### src/rtl/regfile_port_ctrl_if.sv
`default_nettype none
// +----------------------------------------------------------------------------+
// | Module   : regfile_port_ctrl_if                                            |
// | Brief    : Decode/WB request and regfile port bundle for regfile_port_ctrl |
// | Revision : 1.0                                                             |
// +----------------------------------------------------------------------------+
interface regfile_port_ctrl_if #(
  parameter int WB_DEPTH = 4,
  parameter int ADDR_W   = 5,
  parameter int DATA_W   = 32
);
  localparam int CNT_W = $clog2(WB_DEPTH) + 1;

  logic              wb_valid;
  logic              wb_ready;
  logic [ADDR_W-1:0] wb_addr;
  logic [DATA_W-1:0] wb_data;
  logic              rd_req_valid;
  logic              rd_req_ready;
  logic [ADDR_W-1:0] rd_addr1;
  logic [ADDR_W-1:0] rd_addr2;
  logic              rd_resp_valid;
  logic              rd_resp_ready;
  logic [DATA_W-1:0] rd_data1;
  logic [DATA_W-1:0] rd_data2;
  logic              rf_rw;
  logic [ADDR_W-1:0] rf_raddr1;
  logic [ADDR_W-1:0] rf_raddr2;
  logic [ADDR_W-1:0] rf_waddr;
  logic [DATA_W-1:0] rf_wdata;
  logic [DATA_W-1:0] rf_out1;
  logic [DATA_W-1:0] rf_out2;
  logic [CNT_W-1:0]  wb_pending;

  modport master (
    output wb_valid, wb_addr, wb_data,
    output rd_req_valid, rd_addr1, rd_addr2, rd_resp_ready,
    output rf_out1, rf_out2,
    input  wb_ready, rd_req_ready, rd_resp_valid, rd_data1, rd_data2,
    input  rf_rw, rf_raddr1, rf_raddr2, rf_waddr, rf_wdata, wb_pending
  );

  modport slave (
    input  wb_valid, wb_addr, wb_data,
    input  rd_req_valid, rd_addr1, rd_addr2, rd_resp_ready,
    input  rf_out1, rf_out2,
    output wb_ready, rd_req_ready, rd_resp_valid, rd_data1, rd_data2,
    output rf_rw, rf_raddr1, rf_raddr2, rf_waddr, rf_wdata, wb_pending
  );
endinterface
`default_nettype wire

### src/rtl/regfile_port_ctrl.sv
`default_nettype none
// +----------------------------------------------------------------------------+
// | Module   : regfile_port_ctrl                                               |
// | Brief    : Serialises buffered writebacks and operand reads on the single  |
// |            regfile port, forwarding not-yet-written data to reads.         |
// | Revision : 1.0                                                             |
// +----------------------------------------------------------------------------+
module regfile_port_ctrl #(
  parameter int WB_DEPTH = 4,
  parameter int ADDR_W   = 5,
  parameter int DATA_W   = 32
) (
  input  wire logic          clk,
  input  wire logic          rst,
  regfile_port_ctrl_if.slave io_bus
);
  localparam int PTR_W = $clog2(WB_DEPTH);
  localparam int CNT_W = PTR_W + 1;

  typedef enum logic [1:0] {
    ST_IDLE  = 2'd0,
    ST_WRITE = 2'd1,
    ST_READ  = 2'd2,
    ST_RESP  = 2'd3
  } state_t;

  state_t             r_state;
  state_t             w_next_state;

  logic [ADDR_W-1:0]  r_fifo_addr [WB_DEPTH];
  logic [DATA_W-1:0]  r_fifo_data [WB_DEPTH];
  logic [CNT_W-1:0]   r_wptr;
  logic [CNT_W-1:0]   r_rptr;

  logic               r_rf_rw;
  logic [ADDR_W-1:0]  r_rf_raddr1;
  logic [ADDR_W-1:0]  r_rf_raddr2;
  logic [ADDR_W-1:0]  r_rf_waddr;
  logic [DATA_W-1:0]  r_rf_wdata;
  logic [DATA_W-1:0]  r_rd_data1;
  logic [DATA_W-1:0]  r_rd_data2;

  logic [CNT_W-1:0]   w_count;
  logic               w_full;
  logic               w_empty;
  logic               w_enq;
  logic               w_store;
  logic               w_deq;
  logic               w_rd_accept;
  logic [PTR_W-1:0]   w_head;
  logic               w_hit1;
  logic               w_hit2;
  logic [DATA_W-1:0]  w_fwd1;
  logic [DATA_W-1:0]  w_fwd2;
  logic [DATA_W-1:0]  w_rd_val1;
  logic [DATA_W-1:0]  w_rd_val2;

  assign w_count = r_wptr - r_rptr;
  assign w_full  = (w_count == CNT_W'(WB_DEPTH));
  assign w_empty = (w_count == '0);
  assign w_head  = r_rptr[PTR_W-1:0];
  assign w_enq   = io_bus.wb_valid && !w_full;
  // Writes to r0 complete the handshake but are dropped.
  assign w_store = w_enq && (io_bus.wb_addr != '0) && !rst;
  assign w_deq   = (r_state == ST_WRITE);

  always_comb begin
    w_next_state = r_state;
    w_rd_accept  = 1'b0;
    case (r_state)
      ST_IDLE: begin
        if (w_full) begin
          w_next_state = ST_WRITE;
        end else if (io_bus.rd_req_valid) begin
          w_next_state = ST_READ;
          w_rd_accept  = 1'b1;
        end else if (!w_empty) begin
          w_next_state = ST_WRITE;
        end
      end
      ST_WRITE: w_next_state = ST_IDLE;
      ST_READ:  w_next_state = ST_RESP;
      ST_RESP:  if (io_bus.rd_resp_ready) w_next_state = ST_IDLE;
      default:  w_next_state = ST_IDLE;
    endcase
  end

  // Scan oldest to youngest so the youngest matching entry wins.
  always_comb begin
    logic [PTR_W-1:0] v_idx;
    w_hit1 = 1'b0;
    w_hit2 = 1'b0;
    w_fwd1 = '0;
    w_fwd2 = '0;
    v_idx  = '0;
    for (int i = 0; i < WB_DEPTH; i++) begin
      v_idx = w_head + PTR_W'(i);
      if (CNT_W'(i) < w_count) begin
        if (r_fifo_addr[v_idx] == r_rf_raddr1) begin
          w_hit1 = 1'b1;
          w_fwd1 = r_fifo_data[v_idx];
        end
        if (r_fifo_addr[v_idx] == r_rf_raddr2) begin
          w_hit2 = 1'b1;
          w_fwd2 = r_fifo_data[v_idx];
        end
      end
    end
  end

  assign w_rd_val1 = (r_rf_raddr1 == '0) ? '0 : (w_hit1 ? w_fwd1 : io_bus.rf_out1);
  assign w_rd_val2 = (r_rf_raddr2 == '0) ? '0 : (w_hit2 ? w_fwd2 : io_bus.rf_out2);

  always_ff @(posedge clk) begin
    if (w_store) begin
      r_fifo_addr[r_wptr[PTR_W-1:0]] <= io_bus.wb_addr;
      r_fifo_data[r_wptr[PTR_W-1:0]] <= io_bus.wb_data;
    end
  end

  always_ff @(posedge clk) begin
    if (rst) begin
      r_state     <= ST_IDLE;
      r_wptr      <= '0;
      r_rptr      <= '0;
      r_rf_rw     <= 1'b1;
      r_rf_raddr1 <= '0;
      r_rf_raddr2 <= '0;
      r_rf_waddr  <= '0;
      r_rf_wdata  <= '0;
      r_rd_data1  <= '0;
      r_rd_data2  <= '0;
    end else begin
      r_state <= w_next_state;
      if (w_store) r_wptr <= r_wptr + 1'b1;
      if (w_deq)   r_rptr <= r_rptr + 1'b1;
      if (w_rd_accept) begin
        r_rf_raddr1 <= io_bus.rd_addr1;
        r_rf_raddr2 <= io_bus.rd_addr2;
      end
      if (r_state == ST_READ) begin
        r_rd_data1 <= w_rd_val1;
        r_rd_data2 <= w_rd_val2;
      end
      // Port outputs are registered from the next state so WRITE sees them for its whole cycle.
      if (w_next_state == ST_WRITE) begin
        r_rf_rw    <= 1'b0;
        r_rf_waddr <= r_fifo_addr[w_head];
        r_rf_wdata <= r_fifo_data[w_head];
      end else begin
        r_rf_rw    <= 1'b1;
        r_rf_waddr <= '0;
        r_rf_wdata <= '0;
      end
    end
  end

  assign io_bus.wb_ready      = !w_full;
  assign io_bus.rd_req_ready  = (r_state == ST_IDLE) && !w_full;
  assign io_bus.rd_resp_valid = (r_state == ST_RESP);
  assign io_bus.rd_data1      = r_rd_data1;
  assign io_bus.rd_data2      = r_rd_data2;
  assign io_bus.rf_rw         = r_rf_rw;
  assign io_bus.rf_raddr1     = r_rf_raddr1;
  assign io_bus.rf_raddr2     = r_rf_raddr2;
  assign io_bus.rf_waddr      = r_rf_waddr;
  assign io_bus.rf_wdata      = r_rf_wdata;
  assign io_bus.wb_pending    = w_count;
endmodule
`default_nettype wire

### src/flat_wrapper.sv
// flat-port wrapper written by rule: the top's interface ports become plain ports
module regfile_port_ctrl_flat 
#(
  parameter int WB_DEPTH = 4,
  parameter int ADDR_W   = 5,
  parameter int DATA_W   = 32
)
  (clk, rst, io_bus_wb_valid, io_bus_wb_addr, io_bus_wb_data, io_bus_rd_req_valid, io_bus_rd_addr1, io_bus_rd_addr2, io_bus_rd_resp_ready, io_bus_rf_out1, io_bus_rf_out2, io_bus_wb_ready, io_bus_rd_req_ready, io_bus_rd_resp_valid, io_bus_rd_data1, io_bus_rd_data2, io_bus_rf_rw, io_bus_rf_raddr1, io_bus_rf_raddr2, io_bus_rf_waddr, io_bus_rf_wdata, io_bus_wb_pending);
  regfile_port_ctrl_if #(.WB_DEPTH(WB_DEPTH), .ADDR_W(ADDR_W), .DATA_W(DATA_W)) io_bus_i ();
  input  wire logic clk;
  input  wire logic rst;
  input wire logic [$bits(io_bus_i.wb_valid)-1:0] io_bus_wb_valid;
  input wire logic [$bits(io_bus_i.wb_addr)-1:0] io_bus_wb_addr;
  input wire logic [$bits(io_bus_i.wb_data)-1:0] io_bus_wb_data;
  input wire logic [$bits(io_bus_i.rd_req_valid)-1:0] io_bus_rd_req_valid;
  input wire logic [$bits(io_bus_i.rd_addr1)-1:0] io_bus_rd_addr1;
  input wire logic [$bits(io_bus_i.rd_addr2)-1:0] io_bus_rd_addr2;
  input wire logic [$bits(io_bus_i.rd_resp_ready)-1:0] io_bus_rd_resp_ready;
  input wire logic [$bits(io_bus_i.rf_out1)-1:0] io_bus_rf_out1;
  input wire logic [$bits(io_bus_i.rf_out2)-1:0] io_bus_rf_out2;
  output wire logic [$bits(io_bus_i.wb_ready)-1:0] io_bus_wb_ready;
  output wire logic [$bits(io_bus_i.rd_req_ready)-1:0] io_bus_rd_req_ready;
  output wire logic [$bits(io_bus_i.rd_resp_valid)-1:0] io_bus_rd_resp_valid;
  output wire logic [$bits(io_bus_i.rd_data1)-1:0] io_bus_rd_data1;
  output wire logic [$bits(io_bus_i.rd_data2)-1:0] io_bus_rd_data2;
  output wire logic [$bits(io_bus_i.rf_rw)-1:0] io_bus_rf_rw;
  output wire logic [$bits(io_bus_i.rf_raddr1)-1:0] io_bus_rf_raddr1;
  output wire logic [$bits(io_bus_i.rf_raddr2)-1:0] io_bus_rf_raddr2;
  output wire logic [$bits(io_bus_i.rf_waddr)-1:0] io_bus_rf_waddr;
  output wire logic [$bits(io_bus_i.rf_wdata)-1:0] io_bus_rf_wdata;
  output wire logic [$bits(io_bus_i.wb_pending)-1:0] io_bus_wb_pending;
  assign io_bus_i.wb_valid = io_bus_wb_valid;
  assign io_bus_i.wb_addr = io_bus_wb_addr;
  assign io_bus_i.wb_data = io_bus_wb_data;
  assign io_bus_i.rd_req_valid = io_bus_rd_req_valid;
  assign io_bus_i.rd_addr1 = io_bus_rd_addr1;
  assign io_bus_i.rd_addr2 = io_bus_rd_addr2;
  assign io_bus_i.rd_resp_ready = io_bus_rd_resp_ready;
  assign io_bus_i.rf_out1 = io_bus_rf_out1;
  assign io_bus_i.rf_out2 = io_bus_rf_out2;
  assign io_bus_wb_ready = io_bus_i.wb_ready;
  assign io_bus_rd_req_ready = io_bus_i.rd_req_ready;
  assign io_bus_rd_resp_valid = io_bus_i.rd_resp_valid;
  assign io_bus_rd_data1 = io_bus_i.rd_data1;
  assign io_bus_rd_data2 = io_bus_i.rd_data2;
  assign io_bus_rf_rw = io_bus_i.rf_rw;
  assign io_bus_rf_raddr1 = io_bus_i.rf_raddr1;
  assign io_bus_rf_raddr2 = io_bus_i.rf_raddr2;
  assign io_bus_rf_waddr = io_bus_i.rf_waddr;
  assign io_bus_rf_wdata = io_bus_i.rf_wdata;
  assign io_bus_wb_pending = io_bus_i.wb_pending;
  regfile_port_ctrl #(.WB_DEPTH(WB_DEPTH), .ADDR_W(ADDR_W), .DATA_W(DATA_W)) u_core (.clk(clk), .rst(rst), .io_bus(io_bus_i));
endmodule
### config.mk
export PLATFORM = sky130hd
export DESIGN_NAME = regfile_port_ctrl_flat
export DESIGN_NICKNAME = d
export VERILOG_FILES = /design/src/rtl/regfile_port_ctrl_if.sv /design/src/rtl/regfile_port_ctrl.sv /design/src/flat_wrapper.sv
export SDC_FILE = /design/constraint.sdc
export NUM_CORES = 1
export LEC_CHECK = 0
export CAP_MARGIN = 0
export CORE_MARGIN = 8
export CORE_UTILIZATION = 50
export DETAILED_ROUTE_END_ITERATION = 16
export PLACE_DENSITY_LB_ADDON = 0.3
export SKIP_LAST_GASP = 1
export SLEW_MARGIN = 20
export SYNTH_ARGS = -nofsm -noshare
export SYNTH_HDL_FRONTEND = slang
export SYNTH_SLANG_ARGS = --single-unit
export TNS_END_PERCENT = 1
### constraint.sdc
create_clock -name clk -period 3.66 [get_ports clk]
set_clock_uncertainty 0.2 [all_clocks]
set_input_delay 0.915 -clock clk [delete_from_list [all_inputs] [get_ports clk]]
set_output_delay 0.915 -clock clk [all_outputs]
set_load 0.02 [all_outputs]
==> flow_summary.json, run 1 <==
{
  "status": "finished, final reports clean",
  "tightest_slew_ns": 1.16,
  "grt_pass1_wl_um": 74400,
  "synthArstFlopShare": 0,
  "yosys_warnings": 0,
  "hpwlAfterDp_um": 33600,
  "cpPeakStageDelay_ns": 0.38,
  "worstPathCellList": "inv_1, ha_1, fa_1, xnor3_2, nor3_4, inv_1, dlygate4sd2_1",
  "rsz0062_at_grt": "yes",
  "ys_types": 55,
  "drv_slew": 0,
  "cp_max_fo": 4,
  "leakagePower_nw": 6.36,
  "period_minus_slack_ns": 3.64,
  "drtIter0Drc": 1629,
  "mostFrequentLayoutCell": "clkdlybuf4s50_1",
  "avgSynthCellArea_um2": 12.5,
  "finalNetCount": 1558,
  "grtUsageTotal": 0.266,
  "path_buf_inv": 3,
  "regArea_um2": 6900,
  "worstSetupPathType": "reg -> out",
  "p_per_area_nw_per_um2": 661,
  "port_buffers": 233,
  "grt_pass1_vias": 12900,
  "final_cell_mix": "clkdlybuf4s50_1 (229), mux4_2 (148), edfxtp_1 (148)",
  "maxCapViolations": 0,
  "synth_cells": 1218,
  "clock-sinks": 270,
  "std_cell_rows": 64,
  "path_clk_slew_ns": 0.06,
  "cp-end-kind": "output pin",
  "slowest_stage": "fa_1",
  "worstSkewPairLatency_ns": 0.56,
  "ir_worst_vdd_mv": 0.422,
  "antenna_left": 0,
  "ys_ff_latch": 270,
  "grt_max_degree": 61,
  "fp.dieArea_um2": 36200,
  "cp.required_ns": 2.54,
  "multi_input_area_um2": 7830,
  "cts_made_buffers": 31,
  "wl_per_cell_um": 26.8,
  "drc": 0,
  "synthesis.nets": 1341,
  "cts_tree": "done",
  "fill_cells": 2312,
  "setup_violations": 0,
  "wl_um": 49800,
  "period_share": 0.994,
  "antenna_found_initial": 4,
  "yosysTopAreaCellShare": 0.293,
  "cp_top_family": "adder cells",
  "io_pins": 234,
  "die_y_um": 190,
  "power_mw": 12.7,
  "holdBufCountCts": 0,
  "via_per_inst": 6.84,
  "start_kind": "flip-flop",
  "ctsLongestPathBuffers": 3,
  "root_buffer": "clkbuf_16",
  "htree_levels": 1,
  "synth_area_leaders": "edfxtp_1 (29%), mux4_2 (22%), dfxtp_1 (16%)",
  "final_layout_size_suffix_gt1_frac": 0.213,
  "cp.arrival_ns": 2.52,
  "hold_violations": 0,
  "timing.fmax_mhz": 275,
  "synth_enable_flop_cells": 148,
  "fin_area_um2": 19200,
  "die_w_um": 190,
  "start_util": 0.502,
  "stdcell_count": 1860,
  "yosysTopAreaCell": "edfxtp_1",
  "overflow": 0,
  "fin_setup_tns_ns": 0,
  "cpMostUsedCell": "inv_1",
  "relSlewSlack": 0.222,
  "ys_seq_area_frac": 0.453,
  "hp-class": "reg -> reg",
  "coreArea_um2": 30300,
  "dpl.cell_count": 1797,
  "syn_to_final_growth_pct": 26.5,
  "first_pass_iters": 5,
  "vias": 12700,
  "netlist_area_um2": 15200,
  "placed_area_um2": 18200,
  "gp_congestion": 0.910,
  "ys_dominant_reg_cell": "edfxtp_1"
}
## stage by stage
stage	hold WS (ns)	util	setup slack [ns]
after floorplan	0.281	-	-0.00910
after global placement	0.241	0.601	-0.152
after detailed placement	0.240	0.601	-0.180
after CTS	0.247	0.633	-0.173
after global routing	0.268	0.635	-0.0598
final	0.244	0.635	0.0203
## cells in the mapped netlist, types with 8 or more instances
| cell type | instances |
|---|---|
| and2_1 | 45 |
| o21ai_0 | 25 |
| nor3_1 | 20 |
| edfxtp_1 | 148 |
| nand3_1 | 17 |
| buf_2 | 26 |
| a21oi_1 | 49 |
| xor2_1 | 19 |
| o21ai_1 | 22 |
| mux2i_1 | 11 |
| inv_1 | 8 |
| clkbuf_1 | 79 |
| and3_1 | 31 |
| a221oi_2 | 13 |
| dfxtp_1 | 122 |
| o311a_1 | 11 |
| o211ai_1 | 12 |
| a221oi_1 | 23 |
| nand2_1 | 105 |
| xnor2_1 | 24 |
| a22oi_1 | 8 |
| a21boi_0 | 8 |
| nand3b_1 | 11 |
| o2bb2ai_1 | 16 |
| nor4_1 | 12 |
| nor2_1 | 59 |
| o221ai_1 | 45 |
| mux4_2 | 148 |
| a22o_1 | 11 |
| a21boi_1 | 9 |
## power breakdown
group          internal (mW)  switching (mW)  leakage (nW)
Sequential              3.58           0.293          2.34
Clock                   1.76            1.25         0.480
Combinational           2.68            3.13          3.54
Total                   8.03            4.67          6.36
## area by class of cell
class                           instances  area share
Multi-Input combinational cell        820       0.408
Timing Repair Buffer                  304       0.154
Tap cell                              396      0.0258
Antenna cell                            4    0.000521
Clock buffer                           36      0.0413
Sequential cell                       270       0.359
Inverter                                8     0.00156
Clock inverter                         22      0.0103
## worst min-delay path, cell delays in order (launching register included)
cell and delay (ns):
dfxtp_1 0.31, nand2_1 0.05, o21ai_1 0.05
## kinds of logic (layout without fill, tap and decap cells)
family	after synthesis	count (layout)	synth area share
AOI/OAI and AO/OA	279	279	0.139
xor gates and xnor gates	44	44	0.0263
adders and majority gates	7	7	0.00626
buffers and inverters	128	370	0.0367
DFF	270	270	0.453
muxes	160	160	0.227
other	0	4	0
and+or+nand+nor	330	330	0.110
## flip-flops by register name, indices dropped and copies added, names as in the netlist, named ones only
| signal | count |
|---|---|
| u_core.io_bus.rf_rw | 1 |
| u_core.io_bus.rf_raddr1 | 5 |
| u_core.r_wptr | 3 |
| u_core.r_fifo_data | 128 |
| u_core.io_bus.rd_data2 | 32 |
| u_core.io_bus.rf_raddr2 | 5 |
| u_core.r_fifo_addr | 20 |
| u_core.r_state | 2 |
| u_core.io_bus.rf_wdata | 32 |
| u_core.io_bus.rd_data1 | 32 |
| u_core.io_bus.rf_waddr | 5 |
| u_core.r_rptr | 3 |
## final timing paths
kind              cells after the start                    endpoint                        from  slack (ns)
setup / recovery                      7             io_bus_wb_ready            u_core.r_wptr[0]        0.02
hold / removal                        2  u_core.io_bus.rd_data1[26]  u_core.io_bus.rd_data1[26]        0.24
setup reg to reg                      9  u_core.io_bus.rd_data1[14]            u_core.r_rptr[0]        0.11
hold reg to reg                       2  u_core.io_bus.rd_data1[26]  u_core.io_bus.rd_data1[26]        0.24
## timing repair
action                                  CTS  global route
setup buffers                             0             1
pin swaps                                 0             1
endpoints found under the setup margin   81            18
gates resized for setup                   4             7
hold endpoints to repair                  0             0
## metal layers
layer	track usage	wire length (um)	up-vias	part of all wire
met5	0	13	-	0.00026
met4	0.127	2280	2	0.046
met3	0.0629	5580	169	0.11
met2	0.428	23600	941	0.47
met1	0.336	18300	6294	0.37
li1	-	-	5315	-
(Power assumes the default switching activity.)
==> run 2, diff against run 1 <==
--- a/config.mk
+++ b/config.mk
@@ -7,9 +7,9 @@
 export LEC_CHECK = 0
 export CAP_MARGIN = 0
 export CORE_MARGIN = 8
-export CORE_UTILIZATION = 50
+export CORE_UTILIZATION = 37
 export DETAILED_ROUTE_END_ITERATION = 16
-export PLACE_DENSITY_LB_ADDON = 0.3
+export PLACE_DENSITY = 0.71
 export SKIP_LAST_GASP = 1
 export SLEW_MARGIN = 20
 export SYNTH_ARGS = -nofsm -noshare
==> run 2 against run 1 <==
Effect of this change:
- the flow now finishes with violations (negative setup slack)
- worst setup slack got worse by 0.13 ns
- global-route usage is 5.5 points lower
- sequential power about the same
- design area grew 0.96%
- cell count grew 7.2%
==> flow_summary.json, run 2 (synthesized netlist as in run 1, its figures left out) <==
{
  "antenna_found_initial": 8,
  "final_layout_size_suffix_gt1_frac": 0.211,
  "cp_max_fo": 5,
  "cp.arrival_ns": 2.65,
  "timing.fmax_mhz": 266,
  "period_minus_slack_ns": 3.77,
  "fin_setup_tns_ns": -0.179,
  "cp-end-kind": "output pin",
  "grt_use_met3": 0.0481,
  "hold_violations": 0,
  "met1_usage": 0.272,
  "syn_to_final_growth_pct": 27.8,
  "grt_pass1_wl_um": 77900,
  "vias": 12400,
  "grt-busiest-layer": "met2",
  "overflow": 0,
  "holdBufCountCts": 0,
  "drc": 0,
  "wl_per_cell_um": 26.2,
  "worstPathCellList": "inv_1, ha_1, fa_1, xnor3_1, nor3_4, nor3_2, dlygate4sd2_1",
  "root_buffer": "clkbuf_16",
  "post-route-util": 0.477,
  "cp.required_ns": 2.54,
  "clock-sinks": 270,
  "final_cell_mix": "clkdlybuf4s50_1 (229), mux4_2 (148), edfxtp_1 (148)",
  "maxCapViolations": 0,
  "via_per_inst": 6.23,
  "first_pass_iters": 9,
  "drv_slew": 0,
  "grt_max_degree": 48,
  "worstSetupPathType": "reg -> out",
  "p_per_area_nw_per_um2": 666,
  "wl_um": 52300,
  "setup_ws_ns": -0.106,
  "coreArea_um2": 40600,
  "postCtsSetupBuffers": 0,
  "die_y_um": 219,
  "period_share": 1.03,
  "setup_violations": 3,
  "finalNetCount": 1553,
  "use_met2": 0.334,
  "cp_top_family": "adder cells",
  "violations": "negative setup slack",
  "hp-class": "reg -> reg",
  "start_kind": "flip-flop",
  "gp_congestion": 0.886,
  "drtIter0Drc": 1388,
  "stdcell_count": 1993,
  "antenna_left": 0,
  "slowest_stage": "dfxtp_1",
  "dpl.cell_count": 1930,
  "largest_reg_flops": 128,
  "grt_pass1_vias": 12600,
  "relSlewSlack": 0.308,
  "start_util": 0.374,
  "io_pins": 234,
  "leakagePower_nw": 6.36,
  "cts_made_buffers": 30,
  "mostFrequentLayoutCell": "clkdlybuf4s50_1",
  "path_clk_slew_ns": 0.07,
  "std_cell_rows": 74,
  "fp.dieArea_um2": 47800,
  "ctsLongestPathBuffers": 3,
  "port_buffers": 233,
  "tightest_slew_ns": 1.03,
  "ir_worst_vdd_mv": 0.423,
  "hpwlAfterDp_um": 36800,
  "cts_tree": "done",
  "path_buf_inv": 2,
  "status": "complete, but fails checks",
  "cpPeakStageDelay_ns": 0.39,
  "dp_slack_ns": -0.0650,
  "rsz0062_at_grt": "yes",
  "grtUsageTotal": 0.211,
  "die_w_um": 219,
  "worstSkewPairLatency_ns": 0.59,
  "htree_levels": 1
}
[run 2: cell count changes in the layout (fill, tap and decap cells not counted), sizes merged]
cell and change:
bufinv +3, diode +3, dlygate4sd2 +2, clkdlybuf4s15 -2, clkinv -2, clkbuf -1
inv -1, buf -4, clkinvlp -1
[run 2: worst min-delay path: stages (launching register included)]
cell and delay [ns]:
dfxtp_1 0.31, nand2_1 0.05, o21ai_1 0.05
[run 2: stage by stage]
step / power (mW) / area, um^2 / hold slack [ns]
2_1_floorplan: 7.74 / 15200 / 0.281
3_3_place_gp: 9.60 / 18300 / 0.238
3_5_place_dp: 9.69 / 18300 / 0.243
4_1_cts: 12.9 / 19400 / 0.255
5_1_grt: 13.5 / 19400 / 0.266
6_report: 12.9 / 19400 / 0.249
[run 2: worst paths after layout]
| kind | start | endpoint | slack, ns | depth (start not counted) |
|---|---|---|---|---|
| setup / recovery | u_core.r_wptr[0] | io_bus_rd_req_ready | -0.11 | 7 |
| hold / removal | u_core.io_bus.rd_data1[28] | u_core.io_bus.rd_data1[28] | 0.25 | 2 |
| setup reg to reg | u_core.r_wptr[0] | u_core.io_bus.rd_data2[7] | 0.21 | 10 |
| hold reg to reg | u_core.io_bus.rd_data1[28] | u_core.io_bus.rd_data1[28] | 0.25 | 2 |
[run 2: power by group]
group / total (mW) / internal (mW) / switching, mW
clock network: 3.24 / 1.97 / 1.27
registers: 3.90 / 3.58 / 0.327
logic: 5.78 / 2.64 / 3.13
total: 12.9 / 8.19 / 4.73
[run 2: layer usage]
layer	part of all wire	wire, um
met5	0.00044	23
met4	0.041	2130
met3	0.10	5420
met2	0.47	24300
met1	0.39	20400
[run 2: cell type report]
type	instances	area, um^2
Sequential cell	270	6890
Clock buffer	35	790
Tap cell	532	666
Timing Repair Buffer	300	2900
Fill cell	3508	21200
Clock inverter	21	275
Antenna cell	7	17.5
Inverter	8	30.0
Multi-Input combinational cell	820	7830
[run 2: repair_timing]
action,CTS,global route
gates resized for setup,5,2
endpoints found under the setup margin,23,16
cloned,0,0
endpoints found under the hold margin,0,0
